### src/rtl/scan_test_sched.sv
// Scan-chain scheduler: the TAP path owns the chain by default; the BIST engine can borrow it
// to shift LFSR patterns, pulse capture and compact the chain output into a 16-bit MISR.
module scan_test_sched #(
    parameter int CHAIN_LEN = 32
) (
    input  logic        tck,
    input  logic        trst,
    input  logic        tap_shift,
    input  logic        tap_test,
    input  logic        tap_sin,
    input  logic        sout,
    output logic        shift,
    output logic        test,
    output logic        sin,
    output logic        tap_owner,
    input  logic        bist_start,
    input  logic [7:0]  bist_patterns,
    input  logic [15:0] bist_seed,
    output logic        bist_busy,
    output logic        bist_done,
    output logic        bist_abort,
    output logic [15:0] bist_signature,
    output logic [2:0]  dbg_state
);

    localparam int              CW       = $clog2(CHAIN_LEN + 1);
    localparam logic [CW-1:0]   LAST     = CW'(CHAIN_LEN - 1);
    localparam logic [15:0]     DEF_SEED = 16'hACE1;

    typedef enum logic [2:0] {
        S_IDLE    = 3'd0,
        S_LOAD    = 3'd1,
        S_CAPTURE = 3'd2,
        S_UNLOAD  = 3'd3,
        S_DONE    = 3'd4
    } state_t;

    state_t        state_q, state_d;
    logic [CW-1:0] cnt_q, cnt_d;
    logic [7:0]    count_q, count_d;
    logic [15:0]   lfsr_q, lfsr_d;
    logic [15:0]   misr_q, misr_d;
    logic          first_q, first_d;
    logic          abort_q, abort_d;
    logic          engine;
    logic          misr_en;
    logic [7:0]    count_dec;

    always_ff @(posedge tck or posedge trst) begin
        if (trst) begin
            state_q <= S_IDLE;
            cnt_q   <= '0;
            count_q <= '0;
            lfsr_q  <= DEF_SEED;
            misr_q  <= '0;
            first_q <= 1'b0;
            abort_q <= 1'b0;
        end else begin
            state_q <= state_d;
            cnt_q   <= cnt_d;
            count_q <= count_d;
            lfsr_q  <= lfsr_d;
            misr_q  <= misr_d;
            first_q <= first_d;
            abort_q <= abort_d;
        end
    end

    assign engine = (state_q == S_LOAD) || (state_q == S_CAPTURE) || (state_q == S_UNLOAD);

    always_comb begin
        state_d   = state_q;
        cnt_d     = cnt_q;
        count_d   = count_q;
        lfsr_d    = lfsr_q;
        misr_d    = misr_q;
        first_d   = first_q;
        abort_d   = 1'b0;
        misr_en   = 1'b0;
        count_dec = count_q - 8'd1;
        shift     = tap_shift;
        test      = tap_test;
        sin       = tap_sin;

        case (state_q)
            S_IDLE: begin
                if (bist_start && !tap_test) begin
                    count_d = bist_patterns;
                    misr_d  = '0;
                    lfsr_d  = (bist_seed == '0) ? DEF_SEED : bist_seed;
                    cnt_d   = '0;
                    first_d = 1'b1;
                    state_d = (bist_patterns == '0) ? S_DONE : S_LOAD;
                end
            end
            S_LOAD: begin
                shift  = 1'b1;
                test   = 1'b1;
                sin    = lfsr_q[15];
                lfsr_d = {lfsr_q[14:0], lfsr_q[15] ^ lfsr_q[13] ^ lfsr_q[12] ^ lfsr_q[10]};
                // Chain content before the first load is unknown, so keep it out of the signature.
                misr_en = !first_q;
                if (cnt_q == LAST) begin
                    cnt_d   = '0;
                    state_d = S_CAPTURE;
                end else begin
                    cnt_d = cnt_q + 1'b1;
                end
            end
            S_CAPTURE: begin
                shift   = 1'b0;
                test    = 1'b1;
                sin     = 1'b0;
                count_d = count_dec;
                first_d = 1'b0;
                state_d = (count_dec != '0) ? S_LOAD : S_UNLOAD;
            end
            S_UNLOAD: begin
                shift   = 1'b1;
                test    = 1'b1;
                sin     = 1'b0;
                misr_en = 1'b1;
                if (cnt_q == LAST) begin
                    cnt_d   = '0;
                    state_d = S_DONE;
                end else begin
                    cnt_d = cnt_q + 1'b1;
                end
            end
            S_DONE: begin
                state_d = S_IDLE;
            end
            default: begin
                state_d = S_IDLE;
            end
        endcase

        if (misr_en) begin
            misr_d = {misr_q[14:0], misr_q[15] ^ misr_q[13] ^ misr_q[12] ^ misr_q[10] ^ sout};
        end

        // TAP preemption wins over any engine transition; the partial signature is kept.
        if (engine && tap_test) begin
            state_d = S_IDLE;
            cnt_d   = '0;
            abort_d = 1'b1;
        end
    end

    assign bist_busy      = engine;
    assign tap_owner      = ~engine;
    assign bist_done      = (state_q == S_DONE);
    assign bist_abort     = abort_q;
    assign bist_signature = misr_q;
    assign dbg_state      = state_q;

endmodule
### config.mk
export PLATFORM = sky130hd
export DESIGN_NAME = scan_test_sched
export DESIGN_NICKNAME = d
export VERILOG_FILES = /design/src/rtl/scan_test_sched.sv
export SDC_FILE = /design/constraint.sdc
export NUM_CORES = 1
export LEC_CHECK = 0
export ABC_AREA = 1
export CORE_UTILIZATION = 46
export CTS_CLUSTER_SIZE = 12
export DETAILED_ROUTE_END_ITERATION = 8
export PLACE_DENSITY = 0.83
export SYNTH_ARGS = -nofsm -noshare
export SYNTH_HDL_FRONTEND = slang
export SYNTH_SLANG_ARGS = --single-unit
### constraint.sdc
create_clock -name tck -period 1.5 [get_ports tck]
set_clock_uncertainty 0.1 [all_clocks]
set_input_delay 0.225 -clock tck [delete_from_list [all_inputs] [get_ports tck]]
set_output_delay 0.225 -clock tck [all_outputs]
set_load 0.005 [all_outputs]
==> flow_summary_export.csv, run 1 <==
group,metric,value,unit
run_status,status,"complete, but fails checks",
run_status,failed_checks,"setup timing",
timing,period_needed,1.761,ns
detailed_routing,drt_drc_violations_left,0,
worst_setup_path,required,1.63,ns
timing,max_freq,568.0,MHz
timing,rsz0062_at_grt,"true",
die,ios,57,
clock_tree,cts_tree,"yes",
worst_setup_path,path_class,"register to register",
worst_setup_path,arrival,1.89,ns
worst_setup_path,crit_path_max_incr_delay,0.46,ns
timing,hold_violations,0,
logic_synthesis,yosysTopAreaCell,"dfrtp_1",
timing,finalCritPeriodShare,117.4,%
clock_tree,clock_sinks,51,
logic_synthesis,netlist_area,2691,sq um
global_routing,grt_pass1_vias,2772,
global_routing,grt_overflow,0,
global_routing,grt_max_degree,19,
detailed_routing,met2WireLength,4709,um
detailed_routing,viasPerCell,5.398,
worst_setup_path,worstReg2RegStart,"dbg_state[2]",
clock_tree,cts.clk_slew.worst_paths,0.11,ns
worst_setup_path,cp_max_fo,7,
timing,slew_viol_final,0,
die,core_area,5574,sq um
clock_tree,cts_made_buffers,5,
power,totalPowerFinal,8.049,mW
clock_tree,clockRootBuffer,"clkbuf_8",
detailed_routing,drtIter0Drc,258,
logic_synthesis,synth_area_leaders,"dfrtp_1, inv_1, nand2_1",
timing,relSlewSlack,80.71,%
die,die_h,78.49,um
timing,layout_setup_ws,-0.2607,ns
detailed_routing,wl_met3,435,um
global_routing,grt_pass1_wl,12540,um
die,die_area,6161,sq um
detailed_routing,vias,2915,
worst_setup_path,path_cells,"buf_4 -> nor2_4 -> buf_6 -> nand2_4 -> nor2_8 -> buf_4 -> buf_6 -> nand2_1 -> o211ai_1",
placement,portBuffers,56,
logic_synthesis,ys_types,34,
final_layout,drive_above_1_share,33.97,%
worst_setup_path,path_buf_inv,4,
global_routing,grt_usage,26.01,%
timing,finalSetupTns,-10.34,ns
clock_tree,clockBufferDepth,2,
detailed_routing,drt-pass1-iter-count,5,
placement,gp_congestion,0.9357,
timing,worstMarginPinSlew,0.2887,ns
clock_tree,clkLatencyLatePin,0.31,ns
logic_synthesis,synth_fp_nets,354,
final_layout,multi_input_area,1226,sq um
final_layout,seq_area,1289,sq um
worst_setup_path,rr_worst_depth,9,
final_layout,antennaDiodeCount,0,
logic_synthesis,synth_top_area_share,39.98,%
placement,hpwl,5245,um
logic_synthesis,yosysSeqAreaShare,47.79,%
run,cap_viol_max_count,0,
die,rows,27,
final_layout,instances_no_fill,540,
logic_synthesis,synth_cells,320,
die,floorplan.initialDensity,48.28,%
global_routing,antenna_found_initial,0,
worst_setup_path,rrSetupSlack,-0.26,ns
final_layout,areaGrowthSynthToFinish,60.44,%
final_layout,nFillCells,329,
worst_setup_path,r2r-end,"lfsr_q[11]",
power,p_leak,2.302,nW
final_layout,final_nets,501,
power,vdd_drop_max,0.001168,V
detailed_routing,routedLengthMet1,3355,um
placement,dp_cells,500,
logic_synthesis,ys_seq_elements,51,
worst_setup_path,critPathLaunch,"dbg_state[2]",
clock_tree,ctsHoldBuffers,0,
worst_setup_path,critPathLaunchType,"register",
detailed_routing,top_layer,"met4",
die,die_width,78.49,um
power,powerDensity,1864,nW/um^2
min_path,hp-class,"input port to async pin",
detailed_routing,wirelength,8737,um
worst_setup_path,cp-end-kind,"register",
timing,setup_viol,56,
logic_synthesis,postSynthAreaPerCell,8.410,sq um
detailed_routing,wl_per_cell,16.18,um
worst_setup_path,critPathSlowestCell,"dfrtp_2",
logic_synthesis,ys_warn_count,0,
worst_setup_path,crit_family,"buffers and inverters",
detailed_routing,ant_nets,0,
clock_tree,h-tree-depth,2,
## logic make-up after synthesis
family | share of synthesized area, %
buffers and inverters | 11.72
adder cells (fa/ha/maj) | 1.395
AO/OA/AOI/OAI | 15.34
AND/OR/NAND/NOR | 20.50
XOR/XNOR | 3.254
flip-flops | 47.79
## power by group
group | total (mW) | switching (mW) | internal (mW)
registers | 2.28 | 0.329 | 1.95
logic | 4.91 | 2.48 | 2.44
clock network | 0.859 | 0.512 | 0.347
## state kept, by name (all words and copies together) (netlist names)
register / count
bist_signature: 16
lfsr_q: 16
count_q: 8
cnt_q: 6
dbg_state: 3
bist_abort: 1
first_q: 1
## placed cells by master, fill, tap and decap left out, types with 3 or more instances in the layout
cell type and n:
nand3_1 10, buf_4 70, inv_2 8, nand2_1 59, o221ai_1 6, dfrtp_1 41
clkbuf_8 5, nor2_1 18, inv_1 58, clkinvlp_4 4, nand2_4 4, dfstp_2 8
a21oi_1 5, nor2_2 4, nor2_4 6, nand4_1 7, o211ai_1 8, clkdlybuf4s50_1 30
ha_1 3, dlygate4sd2_1 7, xnor2_1 5, buf_6 16, o22ai_2 3, dlymetal6s2s_1 12
buf_2 5, o22ai_1 16, buf_12 4, xor2_1 5, o21ai_1 8, nor3_1 3
o21ai_0 5, a22oi_2 3
## worst reg2reg max path, delay by kind of cell (launching register included)
| kind | cells | cell delay, ns |
|---|---|---|
| buffers and inverters | 4 | 0.55 |
| DFF | 1 | 0.46 |
| and+or+nand+nor | 4 | 0.44 |
| AOI/OAI and AO/OA | 1 | 0.12 |
## per-layer routing
metal	vias up	track usage (%)
li1	1339	-
met1	1427	30.08
met2	126	48.68
met3	23	4.070
met4	0	8.333
met5	-	0
## final cells by class
class / count / share of cell area [%]
timing repair buffer: 144 / 30.63
sequential: 51 / 29.85
multi-input combinational: 193 / 28.40
inverter: 70 / 6.549
tap: 72 / 2.086
clock buffer: 5 / 1.594
clock inverter: 3 / 0.6375
timing repair inverter: 2 / 0.2608
## synth_stat cells, drive strengths merged
master  count
o211ai      8
a21oi       6
a22o        1
xor2        5
buf         6
o22ai      19
nor3        4
dfrtp      43
o221ai      7
o21ai      15
or2         1
dfstp       8
nand3      11
a221oi      1
nand4       7
inv        70
ha          3
a22oi       5
xnor2       5
nor2       29
nand2      65
clkbuf      1
## repair_timing
action / in CTS / in global routing
gates resized for setup: 74 / 35
gates cloned: 2 / 1
buffers inserted: 18 / 15
endpoints found under the setup margin: 68 / 69
pin swaps: 12 / 8
endpoints found under the hold margin: 0 / 0
## how the worst max path moves through the flow
stage                     slack [ns]  cells past startpoint                 to
after detailed placement       -0.24                      7  bist_signature[0]
after global placement         -0.21                      8         count_q[4]
after global routing           -0.34                      9         lfsr_q[11]
after CTS                      -0.24                      9         count_q[7]
final                          -0.26                      9         lfsr_q[11]
after floorplan                 0.04                     10       dbg_state[1]
## through the flow
| step | hold WS (ns) | cell area [sq um] | utilization, % | setup WS (ns) |
|---|---|---|---|---|
| after floorplan | 0.1708 | 2695 | - | 0.03724 |
| after global routing | 0.1302 | 4318 | 77.46 | -0.3368 |
| final | 0.1131 | 4318 | 77.46 | -0.2607 |
| after detailed placement | 0.3767 | 3754 | 67.34 | -0.2428 |
| after CTS | 0.1178 | 4071 | 73.04 | -0.2401 |
| after global placement | 0.3572 | 3754 | 67.34 | -0.2113 |
Power figures use the tool's default switching activity.
==> run 2, diff against run 1 <==
--- a/config.mk
+++ b/config.mk
@@ -6,10 +6,10 @@
 export NUM_CORES = 1
 export LEC_CHECK = 0
 export ABC_AREA = 1
-export CORE_UTILIZATION = 46
+export CORE_UTILIZATION = 25
 export CTS_CLUSTER_SIZE = 12
 export DETAILED_ROUTE_END_ITERATION = 8
-export PLACE_DENSITY = 0.83
+export PLACE_DENSITY = 0.54
 export SYNTH_ARGS = -nofsm -noshare
 export SYNTH_HDL_FRONTEND = slang
 export SYNTH_SLANG_ARGS = --single-unit
==> run 2 against run 1 <==
Compared with the run above: largest power group unchanged; die area increased by 82%; highest routed layer unchanged; first-iteration DRC count shrank 75%; wire length fell by 17%; count of clock-buffer cells in the layout grew 1; the run still ends with setup timing left.
==> flow_summary_export.csv, run 2 (synthesis results as in run 1) <==
group,metric,value,unit
clock_tree,clkLatencyLatePin,0.30,ns
timing,relSlewSlack,81.32,%
detailed_routing,viasPerCell,4.341,
die,die_h,105.8,um
worst_setup_path,critPathLaunch,"dbg_state[2]",
timing,hold-worst-slack,0.2295,ns
die,die_width,105.8,um
clock_tree,h-tree-depth,2,
detailed_routing,ant_nets,0,
worst_setup_path,critPathLaunchType,"register",
final_layout,layout_common_cells,"buf_4, inv_1, nand2_1",
global_routing,antenna_found_initial,0,
final_layout,seq_area,1287,sq um
detailed_routing,vias,2570,
final_layout,final_common_cell,"buf_4",
placement,gp_congestion,0.8436,
clock_tree,clockBufferDepth,2,
clock_tree,ctsHoldBuffers,0,
power,totalPowerFinal,7.663,mW
timing,worstMarginPinSlew,0.2802,ns
timing,rsz0062_at_grt,"true",
final_layout,antennaDiodeCount,0,
global_routing,grt_overflow,0,
global_routing,grt_pass1_wl,11520,um
clock_tree,clock_sinks,51,
run,cap_viol_max_count,0,
worst_setup_path,worstReg2RegStart,"dbg_state[2]",
worst_setup_path,required,1.59,ns
run_status,failed_checks,"setup timing",
die,ios,57,
timing,layout_setup_ws,-0.1817,ns
timing,period_needed,1.682,ns
die,die_area,11180,sq um
detailed_routing,drt_drc_violations_left,0,
die,floorplan.initialDensity,25.95,%
timing,setup_viol,54,
die,rows,37,
timing,max_freq,594.6,MHz
placement,portBuffers,56,
min_path,hp-class,"input port to async pin",
placement,hpwl,4964,um
final_layout,nFillCells,1060,
clock_tree,cts.clk_slew.worst_paths,0.10,ns
detailed_routing,wirelength,7209,um
final_layout,multi_input_area,1285,sq um
global_routing,grt_max_degree,52,
die,core_area,10370,sq um
worst_setup_path,arrival,1.78,ns
timing,hold_violations,0,
timing,slew_viol_final,0,
detailed_routing,drt-pass1-iter-count,4,
clock_tree,cts_tree,"yes",
clock_tree,clockRootBuffer,"clkbuf_8",
timing,finalCritPeriodShare,112.1,%
global_routing,grt_usage,12.71,%
final_layout,drive_above_1_share,36.62,%
worst_setup_path,path_class,"register to register",
global_routing,grt_pass1_vias,2527,
power,p_leak,2.108,nW
worst_setup_path,cp-end-kind,"register",
worst_setup_path,cp_max_fo,8,
detailed_routing,drtIter0Drc,64,
final_layout,areaGrowthSynthToFinish,60.39,%
run_status,status,"complete, but fails checks",
detailed_routing,wl_per_cell,12.18,um
power,vdd_drop_max,0.0007347,V
clock_tree,cts_made_buffers,5,
power,powerDensity,1775,nW/um^2
final_layout,final_nets,489,
## run 2: cell count changes in the layout (fill, tap and decap cells not counted), sizes merged
cell           change
dlygate4sd2        +8
clkinvlp           -1
inv                -3
nand2              -1
buf               -10
dlymetal6s2s       -9
clkbuf             +2
clkinv             +1
clkdlybuf4s50      +1
## run 2: per-layer routing
metal / vias up / global-route usage [%] / share of wire, %
met4: 0 / 3.075 / 0.72
met1: 1214 / 16.96 / 47
met3: 5 / 2.412 / 3.8
met5: - / 0 / 0
met2: 40 / 21.15 / 48
li1: 1311 / - / -
## run 2: timing repair
action	in CTS	in global routing
buffers inserted	19	17
gates resized for setup	90	33
endpoints found under the hold margin	0	0
setup endpoints to repair	74	59
pin swaps	17	15
## run 2: path summary, 6_finish.rpt
kind / end / slack (ns) / cells after the start
max: lfsr_q[9] / -0.18 / 9
min: bist_signature[8] / 0.23 / 3
max reg2reg: lfsr_q[9] / -0.18 / 9
min reg2reg: lfsr_q[0] / 0.37 / 2
max in group asynchronous: lfsr_q[15] / 0.77 / 3
min in group tck: lfsr_q[0] / 0.37 / 2
## run 2: stage by stage
step	setup TNS, ns	setup slack [ns]	util (%)	instance area, sq um	std cells
global route	-10.87	-0.2437	41.63	4317	592
CTS	-8.954	-0.2408	39.77	4124	578
detailed placement	-9.923	-0.2646	36.56	3791	555
floorplan	0	0.03724	-	2695	320
global placement	-9.050	-0.2335	36.56	3791	555
finish	-6.977	-0.1817	41.63	4317	592
## run 2: area by class of cell
type	instances	area share, %
tap	136	3.942
inverter	70	6.493
timing repair buffer	135	28.00
sequential	51	29.83
multi-input combinational	192	29.77
clock buffer	6	1.681
clock inverter	2	0.2899
## run 2: report_power, final
part / total, mW / internal, mW / leakage, nW / switching (mW)
Sequential: 2.26 / 1.94 / 0.643 / 0.313
Combinational: 4.62 / 2.34 / 1.42 / 2.28
Clock: 0.787 / 0.327 / 0.0412 / 0.460
## run 2: critical path, stage by stage, from the launching register on
cell and delay [ns]:
dfrtp_2 0.47, buf_6 0.14, nor2_4 0.10, buf_6 0.11, nand2_4 0.06, nor2_8 0.18, inv_6 0.08, buf_12 0.15
o22ai_4 0.15, a21oi_2 0.04
==> run 3, diff against run 2 <==
--- a/config.mk
+++ b/config.mk
@@ -6,10 +6,12 @@
 export NUM_CORES = 1
 export LEC_CHECK = 0
 export ABC_AREA = 1
+export CORE_MARGIN = 3
 export CORE_UTILIZATION = 25
 export CTS_CLUSTER_SIZE = 12
 export DETAILED_ROUTE_END_ITERATION = 8
 export PLACE_DENSITY = 0.54
+export RECOVER_POWER = 50
 export SYNTH_ARGS = -nofsm -noshare
 export SYNTH_HDL_FRONTEND = slang
 export SYNTH_SLANG_ARGS = --single-unit
==> run 3 against run 2 <==
Compared with the run above: the flow still finishes with violations (setup timing); setup slack lost 0.058 ns; worst hold slack gained 0.16 ns; sequential share of layout area shrank 2.5 points; sequential power is essentially flat; critical path type is now register to primary output; critical endpoint is now sin; highest routed layer unchanged.
==> flow_summary_export.csv, run 3 (synthesis results as in run 1) <==
group,metric,value,unit
clock_tree,cts.clk_slew.worst_paths,0.10,ns
final_layout,seq_area,1287,sq um
worst_setup_path,crit_path_max_incr_delay,0.40,ns
timing,rsz0062_at_grt,"true",
final_layout,final_common_cell,"inv_1",
timing,finalCritPeriodShare,116.0,%
worst_setup_path,path_cells,"inv_2 -> buf_6 -> nor2_4 -> inv_2 -> nor2_4 -> a22o_1 -> buf_2",
die,die_area,12050,sq um
power,powerDensity,1849,nW/um^2
placement,place_area,3811,sq um
min_path,hp-start,"lfsr_q[0]",
timing,setup_viol,56,
global_routing,grt_pass1_wl,12980,um
detailed_routing,drtIter0Drc,56,
timing,worstMarginPinSlew,0.7199,ns
min_path,hp-class,"register to register",
worst_setup_path,worstReg2RegStart,"dbg_state[2]",
worst_setup_path,critPathSlowestCell,"dfrtp_1",
clock_tree,cts_made_buffers,5,
detailed_routing,drt_drc_violations_left,0,
die,ios,57,
timing,slew_viol_final,0,
worst_setup_path,critPathLaunchType,"register",
placement,dp_cells,561,
detailed_routing,vias,2662,
final_layout,drive_above_1_share,43.10,%
clock_tree,clockBufferDepth,2,
power,p_leak,2.226,nW
final_layout,areaGrowthSynthToFinish,74.94,%
global_routing,grt_pass1_vias,2748,
timing,period_needed,1.740,ns
global_routing,grt_max_degree,52,
final_layout,nFillCells,1020,
global_routing,grt_usage,13.66,%
clock_tree,clockRootBuffer,"clkbuf_8",
worst_setup_path,critPathLaunch,"dbg_state[0]",
placement,portBuffers,56,
die,die_width,109.8,um
final_layout,antennaDiodeCount,0,
worst_setup_path,cp_max_fo,2,
worst_setup_path,arrival,1.41,ns
clock_tree,clkLatencyLatePin,0.31,ns
detailed_routing,viasPerCell,4.386,
clock_tree,clock_sinks,51,
worst_setup_path,crit_family,"flip-flops",
detailed_routing,wirelength,8391,um
min_path,whs_endpoint,"lfsr_q[0]",
clock_tree,cts_tree,"yes",
die,core_area,10420,sq um
worst_setup_path,r2r-end,"dbg_state[1]",
timing,relSlewSlack,52.01,%
final_layout,multi_input_area,1465,sq um
run_status,failed_checks,"setup timing",
final_layout,instances_no_fill,607,
worst_setup_path,path_buf_inv,4,
die,rows,37,
final_layout,fin_area,4708,sq um
final_layout,layout_common_cells,"inv_1, buf_4, nand2_1",
power,vdd_drop_max,0.0006612,V
detailed_routing,wl_per_cell,13.82,um
power,totalPowerFinal,8.707,mW
run_status,status,"complete, but fails checks",
worst_setup_path,path_class,"register to primary output",
placement,hpwl,5408,um
timing,hold_violations,0,
global_routing,grt_overflow,0,
min_path,holdPathStages,2,
worst_setup_path,required,1.17,ns
run,cap_viol_max_count,0,
final_layout,final_nets,504,
die,floorplan.initialDensity,25.84,%
timing,max_freq,574.7,MHz
placement,gp_congestion,0.8864,
detailed_routing,drt-pass1-iter-count,4,
worst_setup_path,rrSetupSlack,-0.19,ns
clock_tree,h-tree-depth,2,
global_routing,antenna_found_initial,0,
worst_setup_path,rr_worst_depth,11,
detailed_routing,ant_nets,0,
timing,layout_setup_ws,-0.2400,ns
die,die_h,109.8,um
final_layout,finish.utilization,45.20,%
worst_setup_path,cp-end-kind,"primary output",
placement,dpl_worst_slack,-0.3734,ns
[run 3: changes by cell type in the layout (fill, tap and decap cells not counted), moves of 3 or more]
cell,delta
nor2_4,+3
o22ai_1,-15
o21ai_0,-8
buf_4,-7
o22ai_2,+15
buf_6,+19
o21ai_1,+6
[run 3: final cells by class]
type	instances	area share, %
clock buffer	7	2.046
clock inverter	1	0.1594
inverter	70	6.112
multi-input combinational	193	31.12
sequential	51	27.35
tap	136	3.614
timing repair buffer	147	29.21
timing repair inverter	2	0.3986
[run 3: metrics by stage]
step                      hold slack, ns  TNS, ns
final                             0.3913   -6.730
after global routing              0.4119   -10.10
after CTS                         0.2322   -6.545
after detailed placement          0.3830   -14.47
after global placement            0.3616   -13.40
after floorplan                   0.1708        0
[run 3: where the power goes]
part	internal (mW)	total (mW)	switching (mW)
registers	1.94	2.27	0.328
logic	2.83	5.52	2.69
clock network	0.421	0.912	0.490
total	5.19	8.71	3.51
[run 3: metal layers]
metal / GRT usage, % / wire length, um
met5: 0 / 0
met2: 22.71 / 4342
met1: 18.11 / 3688
met4: 3.829 / 117
met3: 2.584 / 241
[run 3: worst max path at each step]
stage	end	slack (ns)	cells past startpoint
CTS	sin	-0.24	6
global placement	bist_signature[0]	-0.34	7
detailed placement	bist_signature[6]	-0.37	7
global route	dbg_state[1]	-0.31	11
floorplan	dbg_state[1]	0.04	10
finish	sin	-0.24	7
[run 3: worst register-to-register path: stages (launching register included)]
cell,delay (ns)
dfrtp_2,0.45
buf_6,0.13
nor2_4,0.18
nand2_4,0.07
buf_6,0.13
nor2_2,0.07
nand3_1,0.09
nor2_1,0.13
nand3_1,0.11
nand2_1,0.08
nand2_1,0.05
nand2_1,0.07
[run 3: repair_timing]
action                     in CTS  in global routing
buffers inserted               18                 18
setup endpoints to repair      75                 58
pin swaps                      17                 34
resized for setup             102                 85
hold buffers                    0                  0
cloned                          3                  0
